--- config.mk ---
export PLATFORM = sky130hd
export DESIGN_NAME = cache_port_arbiter
export DESIGN_NICKNAME = d
export VERILOG_FILES = /design/src/rtl/cache_arb_pkg.sv /design/src/rtl/cache_port_arbiter_rr_pick.sv /design/src/rtl/cache_port_arbiter.sv
export SDC_FILE = /design/constraint.sdc
export NUM_CORES = 1
export LEC_CHECK = 0
export BUFFER_PORTS_ARGS = -buffer_cell sky130_fd_sc_hd__buf_2
export CAP_MARGIN = 20
export CELL_PAD_IN_SITES_DETAIL_PLACEMENT = 0
export CELL_PAD_IN_SITES_GLOBAL_PLACEMENT = 1
export CORE_AREA = 2 2 262 264
export CTS_BUF_LIST = sky130_fd_sc_hd__clkbuf_16
export DETAILED_ROUTE_END_ITERATION = 6
export DIE_AREA = 0 0 264 266
export PLACE_DENSITY_LB_ADDON = 0.1
export REMOVE_ABC_BUFFERS = 1
export SLEW_MARGIN = 20
export SYNTH_ARGS = -nofsm -noshare
export SYNTH_HDL_FRONTEND = slang
export SYNTH_SLANG_ARGS = --single-unit
--- constraint.sdc ---
create_clock -name clk -period 3.15 [get_ports clk]
set_clock_uncertainty 0.15 [all_clocks]
set_input_delay 0.4725 -clock clk [delete_from_list [all_inputs] [get_ports clk]]
set_output_delay 0.4725 -clock clk [all_outputs]
set_load 0.01 [all_outputs]
--- src/rtl/cache_arb_pkg.sv ---
// Shared types for the cache port arbiter: FSM state and the array/memory
// control bundle that each cache controller drives toward the shared port.
package cache_arb_pkg;

    typedef enum logic {
        ARB_IDLE   = 1'b0,
        ARB_LOCKED = 1'b1
    } arb_state_e;

    // One controller's view of the tag/data/valid arrays plus CPU-wrapper lines.
    typedef struct packed {
        logic         core_wait;
        logic         D_req;
        logic [31:0]  D_addr;
        logic [31:0]  D_in;
        logic [2:0]   D_type;
        logic [5:0]   index;
        logic [14:0]  TA_in;
        logic         TA_write;
        logic         TA_read;
        logic [127:0] DA_in;
        logic         DA_write;
        logic         DA_read;
        logic         valid_read;
    } cache_port_bundle_t;

    localparam int CACHE_PORT_W         = $bits(cache_port_bundle_t);
    localparam int CACHE_ARB_DEFAULT_CH = 0;

endpackage

--- src/rtl/cache_port_arbiter_rr_pick.sv ---
// Rotating priority encoder: first set bit of req found searching upward
// from ptr with wrap. ptr = 0 gives plain lowest-index priority.
module rr_pick
    import cache_arb_pkg::*;
#(
    parameter int NUM_CH = 2,
    parameter int ID_W   = (NUM_CH > 1) ? $clog2(NUM_CH) : 1
) (
    input  logic [NUM_CH-1:0] req,
    input  logic [ID_W-1:0]   ptr,
    output logic              any,
    output logic [ID_W-1:0]   idx
);

    always_comb begin
        any = |req;
        idx = ID_W'(CACHE_ARB_DEFAULT_CH);
        // Walk offsets from farthest to nearest so the nearest requester wins.
        for (int off = NUM_CH - 1; off >= 0; off--) begin
            int c;
            c = int'(ptr) + off;
            if (c >= NUM_CH) c = c - NUM_CH;
            if (req[c]) idx = ID_W'(c);
        end
    end

endmodule

--- src/rtl/cache_port_arbiter.sv ---
// N-channel owner of the cache array port: zero-latency grant from IDLE,
// grant locked to the owner until its done pulse, with a hold-time watchdog.
module cache_port_arbiter
    import cache_arb_pkg::*;
#(
    parameter int NUM_CH    = 2,
    parameter int PAYLOAD_W = CACHE_PORT_W,
    parameter bit RR_EN     = 1'b1,
    parameter int MAX_HOLD  = 1024,
    parameter int ID_W      = (NUM_CH > 1) ? $clog2(NUM_CH) : 1
) (
    input  logic                        clk,
    input  logic                        rst,
    input  logic [NUM_CH-1:0]           ch_req,
    input  logic [NUM_CH-1:0]           ch_done,
    input  logic [NUM_CH*PAYLOAD_W-1:0] ch_payload,
    output logic [PAYLOAD_W-1:0]        out_payload,
    output logic                        out_valid,
    output logic [NUM_CH-1:0]           grant,
    output logic [ID_W-1:0]             grant_id,
    output logic                        busy,
    output logic                        timeout_err
);

    localparam int HOLD_W = (MAX_HOLD > 0) ? $clog2(MAX_HOLD + 1) : 1;

    arb_state_e        state;
    logic [ID_W-1:0]   owner;
    logic [ID_W-1:0]   rr_ptr;
    logic [ID_W-1:0]   pick_ptr;
    logic [ID_W-1:0]   win_idx;
    logic [ID_W-1:0]   next_ptr;
    logic [ID_W-1:0]   sel;
    logic              win_any;
    logic [HOLD_W-1:0] hold_cnt;
    logic              timeout_q;
    logic              hold_hit;

    assign pick_ptr = RR_EN ? rr_ptr : '0;

    rr_pick #(
        .NUM_CH (NUM_CH),
        .ID_W   (ID_W)
    ) u_pick (
        .req (ch_req),
        .ptr (pick_ptr),
        .any (win_any),
        .idx (win_idx)
    );

    // Explicit wrap keeps rr_ptr in range for non-power-of-two NUM_CH.
    assign next_ptr = (win_idx == ID_W'(NUM_CH - 1)) ? '0 : win_idx + 1'b1;

    // Grant is combinational; held in reset so nothing leaks while rst is high.
    always_comb begin
        sel       = ID_W'(CACHE_ARB_DEFAULT_CH);
        out_valid = 1'b0;
        grant     = '0;
        if (!rst) begin
            if (state == ARB_LOCKED) begin
                sel       = owner;
                out_valid = 1'b1;
            end else if (win_any) begin
                sel       = win_idx;
                out_valid = 1'b1;
            end
        end
        if (out_valid) grant[sel] = 1'b1;
    end

    assign grant_id = sel;
    assign busy     = (state == ARB_LOCKED);

    always_comb begin
        out_payload = ch_payload[0 +: PAYLOAD_W];
        for (int i = 1; i < NUM_CH; i++) begin
            if (sel == ID_W'(i)) out_payload = ch_payload[i*PAYLOAD_W +: PAYLOAD_W];
        end
    end

    // hold_cnt is 0 in the first LOCKED cycle, so hold_cnt+1 is the cycle count.
    assign hold_hit    = (MAX_HOLD != 0) && (state == ARB_LOCKED) &&
                         ((int'(hold_cnt) + 1) >= MAX_HOLD);
    assign timeout_err = timeout_q | hold_hit;

    always_ff @(posedge clk or posedge rst) begin
        if (rst) begin
            state     <= ARB_IDLE;
            owner     <= '0;
            rr_ptr    <= '0;
            hold_cnt  <= '0;
            timeout_q <= 1'b0;
        end else begin
            if (hold_hit) timeout_q <= 1'b1;
            case (state)
                ARB_IDLE: begin
                    if (win_any) begin
                        owner    <= win_idx;
                        rr_ptr   <= next_ptr;
                        hold_cnt <= '0;
                        // A done in the grant cycle completes a one-beat transaction.
                        if (!ch_done[win_idx]) state <= ARB_LOCKED;
                    end
                end
                ARB_LOCKED: begin
                    if (int'(hold_cnt) < MAX_HOLD) hold_cnt <= hold_cnt + 1'b1;
                    if (ch_done[owner]) state <= ARB_IDLE;
                end
                default: state <= ARB_IDLE;
            endcase
        end
    end

endmodule

==> results of run 1 <==
[report_power, final]
part / switching [uW] / leakage [uW] / total [uW] / internal (uW)
clock: 86.5 / 0.0000409 / 256 / 170
combinational: 2610 / 0.00538 / 4150 / 1550
sequential: 54.2 / 0.000201 / 280 / 226
[per-stage QoR]
step	hold slack [ps]	cell area, um2	util
final	324	9500	0.140
after global routing	367	9490	0.140
after detailed placement	319	9400	0.139
after floorplan	224	4470	-
after global placement	328	9400	0.139
after CTS	333	9480	0.140
[area by class of cell]
class	instances	area [um2]	share of cell area
inverters	225	845	0.0889
clock inverters	1	5.00	0.000527
repair buffers	707	3800	0.400
flip-flops and latches	15	375	0.0395
well taps	882	1100	0.116
multi-input cells	513	3270	0.345
diodes	8	20.0	0.00211
clock buffers	3	75.1	0.00791
[layer usage]
metal | routed length, um | track usage
met1 | 15700 | 0.122
met2 | 24300 | 0.229
met3 | 3580 | 0.0350
met4 | 649 | 0.0180
met5 | 123 | 0
[Yosys cell counts, types with 2 or more instances]
cell	number
nand2b_1	3
clkbuf_1	54
nand4_1	2
nand2_1	233
ha_1	2
buf_4	13
and3_1	2
and2_1	3
nand3b_1	2
buf_2	26
nand3_1	7
dfrtp_1	15
o21ai_0	5
inv_1	225
buf_1	8
nor2_1	5
mux2i_1	7
o32ai_1	223
a211oi_1	2
[logic make-up (layout without fill, tap and decap cells)]
| group | after synthesis | after routing | share of synthesized area |
|---|---|---|---|
| adder cells (fa/ha/maj) | 2 | 2 | 0.00507 |
| multiplexers | 7 | 7 | 0.0142 |
| other | 0 | 8 | 0 |
| flip-flops | 15 | 15 | 0.0761 |
| XOR/XNOR | 1 | 1 | 0.00178 |
| AO/OA/AOI/OAI | 237 | 237 | 0.416 |
| AND/OR/NAND/NOR | 266 | 266 | 0.223 |
| buffers and inverters | 326 | 936 | 0.264 |
[flip-flops by register name, indices dropped and copies added, names as in the netlist]
name	flops
timeout_q	1
busy	1
pick_ptr	1
hold_cnt	11
owner	1
[critical path, cell delays in order (launching register included)]
cell and delay [ps]:
dfrtp_1 470, nand2b_1 250, a2bb2oi_4 190, buf_12 190, buf_4 250, o32ai_1 470
buf_2 230
[worst max path at each step]
stage | start | endpoint | slack, ps | depth (start not counted)
after floorplan | busy$_DFF_PP0_ | out_payload[0] | -7430 | 3
after global placement | ch_req[1] | out_payload[53] | 350 | 7
after detailed placement | ch_req[0] | out_payload[53] | 350 | 7
after CTS | busy$_DFF_PP0_ | out_payload[53] | 120 | 6
after global routing | busy$_DFF_PP0_ | out_payload[53] | 110 | 6
final | busy$_DFF_PP0_ | out_payload[53] | 170 | 6
==> out/qor.yml, run 1 <==
clock_network:
  clk_pin_slew_ps: 50
  cts-root-buf: "clkbuf_16"
  ctsHoldBuffers: 0
  clockBufferDepth: 2
  clock_sinks: 15
  ctsResizeCount: 0
  h-tree-depth: 1
  clock_latency_ps: 250
  cts_buffers: 3
  postCtsSetupBuffers: 0
  cts_tree: "yes"
sta:
  rsz0062_at_grt: "false"
  fmax_mhz: 335
  finalHoldViolations: 0
  min_period_ps: 2980
  setup_viol: 0
  relSlewSlack: 0.457
  drv_slew: 0
  post-route-period-util: 0.947
  fin_setup_tns_ps: 0
  max_slew.worst_pin.slew_ps: 815
  fin_ws_ps: 166
floorplan:
  ios: 681
  fp.dieW_um: 264
  std_cell_rows: 96
  die_y_um: 266
  start_util: 0.0728
  core_um2: 67700
  dieArea_um2: 70200
synth:
  synth-edff-count: 0
  synth_async_sr_flop_share: 1.00
  synth_top_area_frac: 0.396
  yosysTopAreaCell: "o32ai_1"
  synth_cell_types: 36
  synth_area_leaders: "o32ai_1 40%, nand2_1 18%, inv_1 17%, dfrtp_1 7.6%, clkbuf_1 4.1%"
  netlist_instances: 854
  postSynthAreaPerCell_um2: 5.78
  seq_area_frac_synth: 0.0761
  synth_area_um2: 4930
  synthFlopType: "dfrtp_1"
  yosys_warnings: 0
  ys_ff_latch: 15
detailed_routing:
  wl_per_cell_um: 18.8
  drc: 0
  routed_via_density: 3.67
  dr.pass1.iters: 5
  wl_um: 44400
  drt_iter0_markers: 325
  postRouteAntennaNets: 0
  via_count: 8648
placed_design:
  post-place-cells: 2342
  post-dp-hpwl_um: 35700
  pre_cts_slack_ps: 353
  io_buffers: 680
  finalWeightedCongestion: 0.760
worst_setup_path:
  r2r_slack_ps: 1430
  critical_path_class: "reg -> out"
  cp.required_ps: 2530
  r2r-start: "busy$_DFF_PP0_"
  startpoint_type: "flip-flop"
  reg2regPathDepth: 3
  r2r-end: "busy$_DFF_PP0_"
  cp_max_fo: 44
  crit_arrival_ps: 2360
  end_kind: "output port"
global_routing:
  grt_overflow: 0
  grt_pass1_vias: 8882
  antenna_found_initial: 21
  grt_pass1_wl_um: 61500
  grt_usage: 0.116
  grt_start_max_net_pins: 140
layout:
  nFillCells: 8098
  syn2layout_area_growth_pct: 92.4
  layout_common_cells: "679 x buf_2, 233 x nand2_1, 225 x inv_1"
  final_nets: 1919
  finalNonFillerCells: 2354
  drive_gt1_frac: 0.488
  final_common_cell: "buf_2"
min_path:
  min_from: "hold_cnt[9]$_DFFE_PP0P_"
  whs_endpoint: "hold_cnt[9]$_DFFE_PP0P_"
  holdCritPathClass: "reg -> reg"
  hold_depth: 1
pwr:
  ir_drop_mv: 0.615
  totalPowerFinal_uw: 4690
  power_density_nw_per_um2: 494
  leakagePower_uw: 0.00562
status:
  status: "finished clean"
run:
  drv_cap: 0
Power figures use the tool's default switching activity.
==> run 2: changes to the inputs <==
CORE_AREA = 10 10 255 257   (was 2 2 262 264)
DIE_AREA = 0 0 265 267   (was 0 0 264 266)
==> run 2 against run 1 <==
Effect of this change: sequential share of layout area hardly changed; die area is 0.76% higher; clock-buffer cell count stayed put; combinational power is 2% higher; wire length is 20% higher; final cell count is 3.8% lower; via count is 3.2% higher; first-iteration DRC count is 62% higher; worst hold slack worse by 5.4 ps; maximum frequency is 3.3% higher; global-route usage is 2.2 points higher.
==> out/qor.yml, run 2 (synthesis gave the netlist of run 1 again) <==
layout:
  nFillCells: 7168
  final_area_um2: 9390
  post-route-util: 0.157
  layout_common_cells: "679 x buf_2, 233 x nand2_1, 226 x inv_1"
  final_common_cell: "buf_2"
  syn2layout_area_growth_pct: 90.3
  top_register: "hold_cnt"
  finalNonFillerCells: 2264
  largest_reg_flops: 11
  drive_gt1_frac: 0.489
  final_nets: 1923
clock_network:
  clockBufferDepth: 2
  cts-root-buf: "clkbuf_16"
  cts_tree: "yes"
  ctsResizeCount: 0
  postCtsSetupBuffers: 0
  clk_pin_slew_ps: 50
  h-tree-depth: 1
  cts_buffers: 3
  clock_sinks: 15
  ctsHoldBuffers: 0
  clock_latency_ps: 250
placed_design:
  post-dp-hpwl_um: 44100
  finalWeightedCongestion: 0.782
  postPlaceCellArea_um2: 9280
  post-place-cells: 2246
  io_buffers: 680
min_path:
  holdCritPathClass: "reg -> reg"
worst_setup_path:
  cp_slowest_cell: "dfrtp_1"
  critical-path-max-stage-delay_ps: 480
  startpoint_type: "flip-flop"
  cp_cell_sequence: "nand2b_1 -> a2bb2oi_4 -> buf_4 -> buf_12 -> o32ai_1 -> buf_2"
  crit_arrival_ps: 2270
  cp.required_ps: 2530
  end_kind: "output port"
  crit_family: "compound AO/OA/AOI/OAI gates"
  critical_path_class: "reg -> out"
  cp_num_buf_inv: 3
  cp_max_fo: 38
global_routing:
  grt_overflow: 0
  busiest_layer: "met2"
  use_met2: 0.276
  grt_use_met3: 0.0572
  antenna_found_initial: 47
  grt_use_met1: 0.135
  grt_pass1_wl_um: 72200
  grt_usage: 0.138
  grt_pass1_vias: 9258
  grt_start_max_net_pins: 94
sta:
  min_period_ps: 2890
  drv_slew: 0
  fmax_mhz: 346
  post-route-period-util: 0.917
  rsz0062_at_grt: "false"
  max_slew.worst_pin.slew_ps: 642
  finalHoldViolations: 0
  setup_viol: 0
  relSlewSlack: 0.572
floorplan:
  ios: 681
  core_um2: 59900
  die_y_um: 267
  start_util: 0.0824
  fp.dieW_um: 265
  std_cell_rows: 90
  dieArea_um2: 70800
pwr:
  power_density_nw_per_um2: 508
  ir_drop_mv: 0.385
  leakagePower_uw: 0.00563
  totalPowerFinal_uw: 4770
status:
  status: "finished clean"
detailed_routing:
  drt_iter0_markers: 526
  routed_via_density: 3.94
  dr.pass1.iters: 5
  drc: 0
  wl_per_cell_um: 23.4
  wl_um: 53100
  via_count: 8926
  postRouteAntennaNets: 0
run:
  drv_cap: 0
-- run 2: changes by cell type in the layout (fill, tap and decap cells not counted), sizes merged --
cell    before  now
diode        8   14
buf        707  711
clkinv       1    0
inv        225  226
-- run 2: per-layer routing --
metal / up-vias / share of wire
met5: - / 0.0054
met4: 48 / 0.0062
met3: 72 / 0.10
met2: 430 / 0.55
met1: 4157 / 0.33
li1: 4219 / -
-- run 2: cell type report --
class                      count  area, um2  area share
timing repair buffer         711       3800       0.405
multi-input combinational    513       3270       0.348
tap                          782        978       0.104
inverter                     225        845      0.0900
sequential                    15        375      0.0400
clock buffer                   3       75.1     0.00800
antenna                       14       35.0     0.00373
clock inverter                 1       3.75    0.000400
-- run 2: worst paths after layout --
path / start / to / slack, ps / cells past startpoint
worst max-delay path: busy$_DFF_PP0_ / out_payload[23] / 260 / 6
worst min-delay path: hold_cnt[7]$_DFFE_PP0P_ / hold_cnt[7]$_DFFE_PP0P_ / 320 / 1
worst max register to register: busy$_DFF_PP0_ / busy$_DFF_PP0_ / 1420 / 3
worst min register to register: hold_cnt[7]$_DFFE_PP0P_ / hold_cnt[7]$_DFFE_PP0P_ / 320 / 1
max in group asynchronous: rst / hold_cnt[10]$_DFFE_PP0P_ / 1840 / 3
min in group asynchronous: rst / owner$_DFFE_PP0P_ / 600 / 3
-- run 2: per-stage QoR --
step	hold slack, ps	setup slack [ps]	setup TNS, ps
after global routing	344	104	0
after floorplan	224	-7430	-1677980
after detailed placement	318	312	0
after global placement	307	296	0
final	319	260	0
after CTS	325	144	0
-- run 2: worst reg2reg max path, delay by kind of cell, from the launching register on --
family	cells	cell delay, ps
compound gates	1	110
buf+inv	1	220
flops	1	480
simple gates	1	650
-- run 2: power breakdown --
part           leakage (uW)  total, uW  internal [uW]  switching [uW]
clock             0.0000424        249            168            80.3
combinational       0.00539       4230           1530            2700
sequential         0.000201        283            226            57.0
==> run 3: changes to the inputs <==
RECOVER_POWER = 50   (was unset)
==> run 3 against run 2 <==
Effect of this change: core utilization decreased by 0.23 points; cell area decreased by 1.5%; clock-buffer cell count unchanged; largest cell class unchanged; sequential share of layout area increased by 0.060 points; non-clock buffer count unchanged; sequential cell count unchanged; largest power group unchanged; die area unchanged; total power decreased by 2.3%; sequential power about the same; maximum frequency decreased by 1.7%; critical path depth unchanged.
==> out/qor.yml, run 3 (synthesis gave the netlist of run 1 again) <==
worst_setup_path:
  cp_num_buf_inv: 3
  cp.depth: 6
  critical_path_class: "reg -> out"
  cp_max_fo: 32
  cp_slowest_cell: "dfrtp_1"
  critical-path-max-stage-delay_ps: 480
  crit_arrival_ps: 2320
  end_kind: "output port"
  reg2regPathDepth: 4
  crit_family: "buffers and inverters"
  cp_cell_sequence: "nand2b_1 -> a2bb2oi_4 -> buf_4 -> clkbuf_4 -> o32ai_1 -> clkbuf_1"
  cp.required_ps: 2530
  startpoint_type: "flip-flop"
clock_network:
  cts-root-buf: "clkbuf_16"
  ctsResizeCount: 0
  h-tree-depth: 1
  clockBufferDepth: 2
  cts_buffers: 3
  clock_sinks: 15
  cts_tree: "yes"
  clock_latency_ps: 250
  ctsHoldBuffers: 0
  clk_pin_slew_ps: 50
  postCtsSetupBuffers: 0
placed_design:
  io_buffers: 680
  pre_cts_slack_ps: 312
  post-dp-hpwl_um: 44100
  finalWeightedCongestion: 0.782
global_routing:
  grt_start_max_net_pins: 94
  grt_pass1_wl_um: 72200
  grt_pass1_vias: 9258
  grt_usage: 0.138
  grt_overflow: 0
  antenna_found_initial: 47
detailed_routing:
  via_count: 8926
  dr.pass1.iters: 5
  drc: 0
  wl_per_cell_um: 23.4
  wl_um: 53100
  routed_via_density: 3.94
  drt_iter0_markers: 516
  postRouteAntennaNets: 0
status:
  status: "finished clean"
pwr:
  ir_drop_mv: 0.387
  seqPwrFrac: 0.061
  leakagePower_uw: 0.00538
  power_density_nw_per_um2: 503
  p_sw_frac: 0.611
  clkPwrFrac: 0.053
  p_sw_uw: 2840
  totalPowerFinal_uw: 4660
  comb_power_share: 0.886
  intPower_uw: 1810
layout:
  top_register: "hold_cnt"
  final_common_cell: "buf_2"
  final_nets: 1923
  layout_common_cells: "595 x buf_2, 233 x nand2_1, 226 x inv_1"
  largest_reg_flops: 11
  syn2layout_area_growth_pct: 87.4
  drive_gt1_frac: 0.433
sta:
  fin_ws_ps: 212
  max_slew.worst_pin.slew_ps: 644
  fin_setup_tns_ps: 0
  relSlewSlack: 0.570
  min_period_ps: 2940
  setup_viol: 0
  drv_slew: 0
  fmax_mhz: 340
  rsz0062_at_grt: "false"
  finalHoldViolations: 0
  post-route-period-util: 0.933
min_path:
  hold_depth: 1
  holdCritPathClass: "reg -> reg"
floorplan:
  fp.dieW_um: 265
  die_y_um: 267
  dieArea_um2: 70800
  std_cell_rows: 90
  start_util: 0.0824
  ios: 681
  core_um2: 59900
run:
  drv_cap: 0
run 3: cell types whose count changed in the layout (fill, tap and decap cells not counted), sizes merged:
cell,delta
buf,-91
clkbuf,+91
run 3: per-stage QoR:
step           std cells   util  hold WS, ps  cell area, um2
3_5_place_dp        2246  0.155          318            9280
3_3_place_gp        2246  0.155          307            9280
4_1_cts             2250  0.156          325            9350
5_1_grt             2254  0.154          344            9230
2_1_floorplan        753      -          224            4470
6_report            2264  0.154          320            9250
run 3: routing by layer:
| layer | GRT usage | share of wire | vias up |
|---|---|---|---|
| met3 | 0.0572 | 0.10 | 74 |
| met1 | 0.135 | 0.33 | 4169 |
| met4 | 0.00947 | 0.0070 | 48 |
| met5 | 0 | 0.0054 | - |
| met2 | 0.276 | 0.55 | 416 |
| li1 | - | - | 4219 |
run 3: power groups by stage:
stage | Combinational (uW) | Sequential (uW) | Clock (uW)
after global placement | 4420 | 291 | 0
after CTS | 4380 | 286 | 257
after detailed placement | 4370 | 289 | 0
after floorplan | 1760 | 277 | 0
final | 4120 | 283 | 249
after global routing | 4540 | 291 | 267
run 3: worst paths after layout:
kind / from / endpoint / slack (ps)
worst max-delay path: busy$_DFF_PP0_ / out_payload[12] / 210
worst min-delay path: hold_cnt[7]$_DFFE_PP0P_ / hold_cnt[7]$_DFFE_PP0P_ / 320
worst max register to register: busy$_DFF_PP0_ / busy$_DFF_PP0_ / 1040
worst min register to register: hold_cnt[7]$_DFFE_PP0P_ / hold_cnt[7]$_DFFE_PP0P_ / 320
max in group asynchronous: rst / hold_cnt[10]$_DFFE_PP0P_ / 1830
min in group asynchronous: rst / owner$_DFFE_PP0P_ / 600
run 3: worst register-to-register path, cell delays in order (launching register included):
cell	delay [ps]
dfrtp_1	510
clkbuf_1	380
o21bai_1	170
clkbuf_1	510
o311ai_0	230
run 3: final cells by class:
class | instances | area (um2)
Sequential cell | 15 | 375
Fill cell | 7210 | 50700
Antenna cell | 14 | 35.0
Clock buffer | 3 | 75.1
Timing Repair Buffer | 711 | 3670
Inverter | 225 | 845
Multi-Input combinational cell | 513 | 3270
Clock inverter | 1 | 3.75
Tap cell | 782 | 978
